### config.mk
export PLATFORM = sky130hd
export DESIGN_NAME = des_ahb_slave_fifo
export DESIGN_NICKNAME = d
export VERILOG_FILES = /design/src/rtl/des_pkg.sv /design/src/rtl/des_sync_fifo.sv /design/src/rtl/des_ahb_slave_fifo.sv
export SDC_FILE = /design/constraint.sdc
export NUM_CORES = 1
export LEC_CHECK = 0
export ABC_AREA = 0
export BUFFER_PORTS_ARGS = -buffer_cell sky130_fd_sc_hd__buf_4
export CAP_MARGIN = 15
export CORE_AREA = 2 2 169 295
export CTS_BUF_LIST = sky130_fd_sc_hd__clkbuf_4
export CTS_CLUSTER_DIAMETER = 80
export CTS_CLUSTER_SIZE = 24
export DETAILED_ROUTE_END_ITERATION = 8
export DIE_AREA = 0 0 171 297
export PLACE_DENSITY_LB_ADDON = 0.05
export SYNTH_ARGS = -nofsm -noshare
export SYNTH_HDL_FRONTEND = slang
export SYNTH_SLANG_ARGS = --single-unit
### constraint.sdc
create_clock -name HCLK -period 14.1 [get_ports HCLK]
set_input_delay 2.82 -clock HCLK [delete_from_list [all_inputs] [get_ports HCLK]]
set_output_delay 2.82 -clock HCLK [all_outputs]
set_load 0.005 [all_outputs]
### src/rtl/des_pkg.sv
// Shared constants for the 3DES AHB-Lite slave: register map, bus encodings
// and the data-phase state enum.
package des_pkg;

  localparam logic [2:0] REG_CTRL = 3'd0;
  localparam logic [2:0] REG_KEY1 = 3'd1;
  localparam logic [2:0] REG_KEY2 = 3'd2;
  localparam logic [2:0] REG_KEY3 = 3'd3;
  localparam logic [2:0] REG_DATA = 3'd4;
  localparam logic [2:0] REG_STAT = 3'd5;

  localparam logic [1:0] HTRANS_IDLE   = 2'b00;
  localparam logic [1:0] HTRANS_BUSY   = 2'b01;
  localparam logic [1:0] HTRANS_NONSEQ = 2'b10;
  localparam logic [1:0] HTRANS_SEQ    = 2'b11;

  localparam logic [2:0] HSIZE_64 = 3'b011;

  typedef enum logic [2:0] {
    IDLE,
    WRITE,
    READ,
    STALL,
    ERR1,
    ERR2
  } bus_phase_e;

endpackage

### src/rtl/des_sync_fifo.sv
// Synchronous FIFO with log2(DEPTH)+1 bit pointers; a push on a full FIFO is
// accepted when a pop happens in the same cycle.
module des_sync_fifo #(
  parameter int WIDTH = 64,
  parameter int DEPTH = 4
) (
  input  logic                   clk,
  input  logic                   rst,
  input  logic                   push,
  input  logic [WIDTH-1:0]       push_data,
  input  logic                   pop,
  output logic [WIDTH-1:0]       pop_data,
  output logic                   full,
  output logic                   empty,
  output logic [$clog2(DEPTH):0] count
);

  localparam int AW = $clog2(DEPTH);
  localparam logic [AW:0] PTR_INC = 1;

  logic [AW:0]      wr_ptr_q, wr_ptr_d;
  logic [AW:0]      rd_ptr_q, rd_ptr_d;
  logic [WIDTH-1:0] mem_q [DEPTH];
  logic             do_push, do_pop;

  assign empty    = (wr_ptr_q == rd_ptr_q);
  assign full     = (wr_ptr_q[AW] != rd_ptr_q[AW]) && (wr_ptr_q[AW-1:0] == rd_ptr_q[AW-1:0]);
  assign count    = wr_ptr_q - rd_ptr_q;
  assign pop_data = mem_q[rd_ptr_q[AW-1:0]];
  assign do_pop   = pop && !empty;
  assign do_push  = push && (!full || do_pop);

  always_comb begin
    wr_ptr_d = wr_ptr_q;
    rd_ptr_d = rd_ptr_q;
    if (do_push) wr_ptr_d = wr_ptr_q + PTR_INC;
    if (do_pop)  rd_ptr_d = rd_ptr_q + PTR_INC;
  end

  always_ff @(posedge clk or posedge rst) begin
    if (rst) begin
      wr_ptr_q <= '0;
      rd_ptr_q <= '0;
    end else begin
      wr_ptr_q <= wr_ptr_d;
      rd_ptr_q <= rd_ptr_d;
    end
  end

  // Storage needs no reset: reset empties the FIFO through the pointers.
  always_ff @(posedge clk) begin
    if (do_push) mem_q[wr_ptr_q[AW-1:0]] <= push_data;
  end

endmodule

### src/rtl/des_ahb_slave_fifo.sv
// AHB-Lite slave front-end for the 3DES core: mode/key registers, input and
// output chunk FIFOs, status register. DES_READ_TIMEOUT_EN enables the read timeout and irq.
module des_ahb_slave_fifo
  import des_pkg::*;
#(
  parameter int ADDR_W    = 32,
  parameter int DATA_W    = 64,
  parameter int IN_DEPTH  = 4,
  parameter int OUT_DEPTH = 4,
  parameter int WAIT_MAX  = 16
) (
  input  logic              HCLK,
  input  logic              HRESET,
  input  logic              HSEL,
  input  logic [ADDR_W-1:0] HADDR,
  input  logic [1:0]        HTRANS,
  input  logic              HWRITE,
  input  logic [2:0]        HSIZE,
  input  logic [DATA_W-1:0] HWDATA,
  input  logic              HREADY,
  output logic              HREADYOUT,
  output logic              HRESP,
  output logic [DATA_W-1:0] HRDATA,
  output logic              core_in_valid,
  input  logic              core_in_ready,
  output logic [DATA_W-1:0] core_in_data,
  output logic              core_enc_dec,
  output logic [63:0]       core_key1,
  output logic [63:0]       core_key2,
  output logic [63:0]       core_key3,
  input  logic              core_busy,
  input  logic              core_out_valid,
  output logic              core_out_ready,
  input  logic [DATA_W-1:0] core_out_data,
  output logic              irq
);

  localparam int IN_CW  = $clog2(IN_DEPTH) + 1;
  localparam int OUT_CW = $clog2(OUT_DEPTH) + 1;
  localparam int STAT_W = OUT_CW + IN_CW + 1;

  bus_phase_e        phase_q, phase_d, phase_hold;
  logic [2:0]        reg_q, reg_d;
  logic [DATA_W-1:0] wdata_q, wdata_d;
  logic              mode_q, mode_d;
  logic [63:0]       key1_q, key1_d, key2_q, key2_d, key3_q, key3_d;

  logic              in_full, in_empty, in_push;
  logic [IN_CW-1:0]  in_count;
  logic              out_full, out_empty, out_push, out_pop;
  logic [OUT_CW-1:0] out_count;
  logic [DATA_W-1:0] out_head;

  logic              addr_valid, cfg_idle, bypass, done, rsp_err;
  logic [DATA_W-1:0] wdata, rdata;
  logic [STAT_W-1:0] stat;

`ifdef DES_READ_TIMEOUT_EN
  localparam int WCNT_W = $clog2(WAIT_MAX + 1);
  localparam logic [WCNT_W-1:0] WAIT_LAST = WCNT_W'(WAIT_MAX - 1);
  localparam logic [WCNT_W-1:0] WAIT_INC  = 1;
  logic [WCNT_W-1:0] wait_cnt_q, wait_cnt_d;
`else
  logic unused_wait_max;
  assign unused_wait_max = (WAIT_MAX != 0);
`endif

  logic unused_addr;
  assign unused_addr = ^{HADDR[ADDR_W-1:13], HADDR[9:0]};

  assign addr_valid     = HSEL && HREADY && (HTRANS == HTRANS_NONSEQ || HTRANS == HTRANS_SEQ);
  assign wdata          = (phase_q == STALL) ? wdata_q : HWDATA;
  assign core_in_valid  = !in_empty;
  assign core_out_ready = !out_full;
  assign cfg_idle       = !core_busy && in_empty && out_empty && !core_in_valid;
  assign out_push       = core_out_valid && !bypass;
  assign stat           = {out_count, in_count, core_busy};

  assign HREADYOUT    = done;
  assign HRESP        = rsp_err;
  assign HRDATA       = rdata;
  assign core_enc_dec = mode_q;
  assign core_key1    = key1_q;
  assign core_key2    = key2_q;
  assign core_key3    = key3_q;

  // Data-phase response and side effects; kept free of HREADY so that an
  // interconnect feeding HREADYOUT back into HREADY forms no loop.
  always_comb begin
    done       = 1'b1;
    rsp_err    = 1'b0;
    rdata      = '0;
    in_push    = 1'b0;
    out_pop    = 1'b0;
    bypass     = 1'b0;
    phase_hold = phase_q;
    wdata_d    = wdata_q;
    mode_d     = mode_q;
    key1_d     = key1_q;
    key2_d     = key2_q;
    key3_d     = key3_q;
`ifdef DES_READ_TIMEOUT_EN
    wait_cnt_d = '0;
`endif
    case (phase_q)
      WRITE, STALL: begin
        case (reg_q)
          REG_CTRL: if (cfg_idle) mode_d = wdata[0];        else done = 1'b0;
          REG_KEY1: if (cfg_idle) key1_d = wdata[63:0];     else done = 1'b0;
          REG_KEY2: if (cfg_idle) key2_d = wdata[63:0];     else done = 1'b0;
          REG_KEY3: if (cfg_idle) key3_d = wdata[63:0];     else done = 1'b0;
          REG_DATA: if (!in_full || core_in_ready) in_push = 1'b1; else done = 1'b0;
          default: ;
        endcase
        if (!done) begin
          phase_hold = STALL;
          wdata_d    = wdata;
        end
      end
      READ: begin
        case (reg_q)
          REG_CTRL: begin
            if (!out_empty) begin
              rdata   = out_head;
              out_pop = 1'b1;
            end else if (core_out_valid) begin
              rdata  = core_out_data;
              bypass = 1'b1;
            end else begin
              done = 1'b0;
`ifdef DES_READ_TIMEOUT_EN
              wait_cnt_d = wait_cnt_q + WAIT_INC;
              if (wait_cnt_q == WAIT_LAST) phase_hold = ERR1;
`endif
            end
          end
          REG_STAT: rdata = DATA_W'(stat);
          default: ;
        endcase
      end
      ERR1: begin
        done       = 1'b0;
        rsp_err    = 1'b1;
        phase_hold = ERR2;
      end
      ERR2: rsp_err = 1'b1;
      default: ;
    endcase
  end

  always_comb begin
    phase_d = phase_hold;
    reg_d   = reg_q;
    if (done) begin
      phase_d = IDLE;
      if (addr_valid) begin
        reg_d = HADDR[12:10];
        if (HSIZE != HSIZE_64) phase_d = ERR1;
        else if (HWRITE)       phase_d = WRITE;
        else                   phase_d = READ;
      end
    end
  end

  always_ff @(posedge HCLK or posedge HRESET) begin
    if (HRESET) begin
      phase_q    <= IDLE;
      reg_q      <= '0;
      wdata_q    <= '0;
      mode_q     <= 1'b0;
      key1_q     <= '0;
      key2_q     <= '0;
      key3_q     <= '0;
`ifdef DES_READ_TIMEOUT_EN
      wait_cnt_q <= '0;
`endif
    end else begin
      phase_q    <= phase_d;
      reg_q      <= reg_d;
      wdata_q    <= wdata_d;
      mode_q     <= mode_d;
      key1_q     <= key1_d;
      key2_q     <= key2_d;
      key3_q     <= key3_d;
`ifdef DES_READ_TIMEOUT_EN
      wait_cnt_q <= wait_cnt_d;
`endif
    end
  end

`ifdef DES_READ_TIMEOUT_EN
  assign irq = !out_empty;
`else
  assign irq = 1'b0;
`endif

  des_sync_fifo #(
    .WIDTH(DATA_W),
    .DEPTH(IN_DEPTH)
  ) u_in_fifo (
    .clk      (HCLK),
    .rst      (HRESET),
    .push     (in_push),
    .push_data(wdata),
    .pop      (core_in_ready),
    .pop_data (core_in_data),
    .full     (in_full),
    .empty    (in_empty),
    .count    (in_count)
  );

  des_sync_fifo #(
    .WIDTH(DATA_W),
    .DEPTH(OUT_DEPTH)
  ) u_out_fifo (
    .clk      (HCLK),
    .rst      (HRESET),
    .push     (out_push),
    .push_data(core_out_data),
    .pop      (out_pop),
    .pop_data (out_head),
    .full     (out_full),
    .empty    (out_empty),
    .count    (out_count)
  );

endmodule
==> metrics.md <==
| Metric | Value |
|---|---|
| Slew Viols, Final | `0` |
| Max stage delay on crit path | `0.43 ns` |
| CP Launch Type | `primary input` |
| Critical R2R Launch | `u_in_fifo.rd_ptr_q[1]` |
| Sw Share | `30.2%` |
| Peak Freq | `139 MHz` |
| R2r worst-path depth | `6` |
| Gr ovfl total | `0` |
| Reg2reg end | `u_in_fifo.mem_q[3][8]` |
| DR WL/cell | `22.4 µm` |
| Post-CTS Setup Bufs | `0` |
| Most frequent CP cell | `buf_4` |
| Slew @ Worst Pin | `1.08 ns` |
| Clock H-tree levels | `2` |
| Placer Congestion | `0.813` |
| FP Rows | `107` |
| I/O pin total | `499` |
| Antenna Nets Post-Route | `0` |
| DR DRC count | `0` |
| Critical path's slowest cell | `nand3_4` |
| Initial antenna violation count | `8` |
| Worst setup path class | `in -> out` |
| Tmin final | `7.17 ns` |
| Cell count after synthesis | `1859` |
| Die Area | `50800 µm²` |
| Via count | `17000` |
| Top-area cell type share of the netlist area | `50.8%` |
| Worst path bufs/invs | `3` |
| Comb power frac | `28.9%` |
| Largest net degree at the start of global routing | `97` |
| Via/cell ratio | `5.73` |
| Arr. time, crit path | `4.35 ns` |
| Post-layout nets | `2469` |
| CTS Buf Count | `38` |
| Synth Register Bits | `787` |
| Port bufs | `467` |
| Crit end category | `output port` |
| Layout cells sized above 1 | `31.1%` |
| Register area share after synthesis | `73.5%` |
| Total wire length | `66.4 mm` |
| Mapped Nets | `2048` |
| Post-DP HPWL | `43.8 mm` |
| Die width | `171 µm` |
| Layout area overhead | `15.2%` |
| Drt initial violations | `1368` |
| Cells along the critical path | `buf_4 -> and4bb_2 -> nand4b_2 -> nand3_4 -> inv_1 -> nor3_1 -> buf_4` |
| Non-filler cells, final | `2970` |
| Fin crit share | `50.8%` |
| Placed instance count | `2894` |
| Int Power | `3880 µW` |
| Async S/R FF share, synth | `34.9%` |
| Crit path max-delay family | `simple AND/OR/NAND/NOR gates` |
| Avg Cell Area, Syn | `16.3 µm²` |
| Total chip power | `5560 µW` |
| Total clock sinks | `787` |
| Flop pwr share | `56.0%` |
| # hold bufs at CTS | `0` |
| Setup TNS | `0 ns` |
| Cell variety after synth | `48` |
| Clock tree root buffer cell | `clkbuf_4` |
| Synth warn | `0` |
| Relative slew slack | `28.3%` |
| Clock share of power | `15.1%` |
| R2R setup slack | `10.14 ns` |
| Core box area | `48500 µm²` |
| Max IR drop VDD | `0.000119 V` |
| Drt first pass iters | `5` |
| Pwr/cell area | `159 nW/µm²` |
| Post-synth EDFFs | `512` |
| RSZ-0062 raised after global routing | `no` |
| NetSw | `1680 µW` |
| Hold Crit Class | `reg -> reg` |
| Post-CTS sizing | `0` |
| Dominant cell type by area after synthesis | `edfxtp_1` |
| Endpoints failing setup | `0` |
| Top FF cell, synth | `edfxtp_1` |
| CTS max path bufs | `3` |
| Crit. Startpoint | `core_busy` |
| GRT Overall Usage | `26.5%` |
| Crit-path max FO | `43` |
| Vias in the first global route | `17700` |
| Max Cap Viol | `0` |
| Final Hold Fails | `0` |
| Final core utilization | `72.0%` |
| Leakage Power | `0.0145 µW` |
| Cell area after synthesis | `30300 µm²` |
| Clock latency on the worst-skew pair | `0.84 ns` |
| Stages on the worst setup path | `7` |
| WHS | `0.509 ns` |
| Status | `complete, no violations` |
| CP required | `11.28 ns` |
| CTS clock-pin slew for the worst setup and hold paths | `0.21 ns` |
| First-pass GRT wire length | `102 mm` |
| Synth top area cells | `edfxtp_1 51%, dfrtp_1 23%, mux4_2 9.5%` |
| TritonCTS clock tree | `built` |
| Crit path to | `HREADYOUT` |
| Die Height | `297 µm` |
| Initial Util | `62.5%` |
| Clock Skew | `0.0694 ns` |
-- worst register-to-register path: stages, from the launching register on --
cell and delay (ns):
dfrtp_4 1.15, inv_1 0.23, ha_1 0.37, nand2_1 0.12
nor3_1 0.07, nor3_1 0.61, and2_4 0.96
-- metal layers --
metal | vias up | global-route usage (%) | routed length [µm]
met1 | 8613 | 32.7 | 24300
met3 | 108 | 5.84 | 4840
met2 | 569 | 45.8 | 34500
met5 | - | 0 | 30
li1 | 7733 | - | -
met4 | 4 | 10.2 | 2770
-- placed cells by master (no fill, tap or decap), types with 64 or more instances in the layout --
master,instances
nor2_1,133
mux4_2,128
inv_1,81
edfxtp_1,512
buf_4,487
clkbuf_4,69
a21oi_1,138
nand2_1,137
dfrtp_1,271
mux2i_1,64
o21ai_0,110
-- flip-flops by register name, summed over array words and instances (netlist names) --
signal and count:
u_out_fifo.rd_ptr_q 3, wdata_q 64, core_key1 64, u_in_fifo.rd_ptr_q 3
core_enc_dec 1, core_key2 64, u_in_fifo.mem_q 256, reg_q 3
u_out_fifo.mem_q 256, u_out_fifo.wr_ptr_q 3, phase_q 3, u_in_fifo.wr_ptr_q 3
core_key3 64
-- worst min-delay path by stage --
stage / start / endpoint / slack [ns] / cells past startpoint
3_5_place_dp: wdata_q[53] / wdata_q[53] / 0.47 / 2
3_3_place_gp: wdata_q[60] / wdata_q[60] / 0.46 / 2
5_1_grt: wdata_q[30] / wdata_q[30] / 0.54 / 2
4_1_cts: wdata_q[36] / wdata_q[36] / 0.51 / 2
2_1_floorplan: wdata_q[0] / wdata_q[0] / 0.45 / 2
6_report: wdata_q[27] / wdata_q[27] / 0.51 / 2
-- cell usage after synthesis, drive strengths merged, types with 8 or more instances --
cell type and count:
inv 83, mux2i 64, dfrtp 275, nor2 137, clkbuf 39, o21ai 131, xnor2 11, a21oi 138
a22o 57, nand2 137, ha 14, buf 67, edfxtp 512, and3 8, mux4 128
-- stage by stage --
step	area, µm²	worst slack, ns
CTS	34900	6.91
detailed placement	34300	6.93
global route	34900	6.78
floorplan	30300	3.70
finish	34900	6.93
global placement	34300	6.93
-- cell type report --
class | instances | area, µm²
sequential | 787 | 22300
fill | 3258 | 13600
multi-input combinational | 883 | 7270
timing repair buffer | 487 | 3660
tap | 654 | 818
clock buffer | 69 | 518
inverter | 83 | 319
antenna | 6 | 15.0
clock inverter | 1 | 6.26
-- power by group through the flow --
stage / logic [µW] / clock network, µW / registers [µW]
after global placement: 1600 / 0 / 3150
after detailed placement: 1620 / 0 / 3170
after floorplan: 1020 / 0 / 3050
after CTS: 1630 / 865 / 3120
after global routing: 1750 / 936 / 3160
final: 1610 / 842 / 3110
-- logic make-up after synthesis --
kind of cell / after synthesis / synth area share (%)
other: 1 / 0.0124
muxes: 197 / 11.8
and+or+nand+nor: 315 / 4.29
buffers and inverters: 189 / 2.69
adders and majority gates: 16 / 0.711
xor gates and xnor gates: 14 / 0.455
DFF: 787 / 73.5
AOI/OAI and AO/OA: 340 / 6.50
No activity file was read; power rests on OpenSTA's default activity.
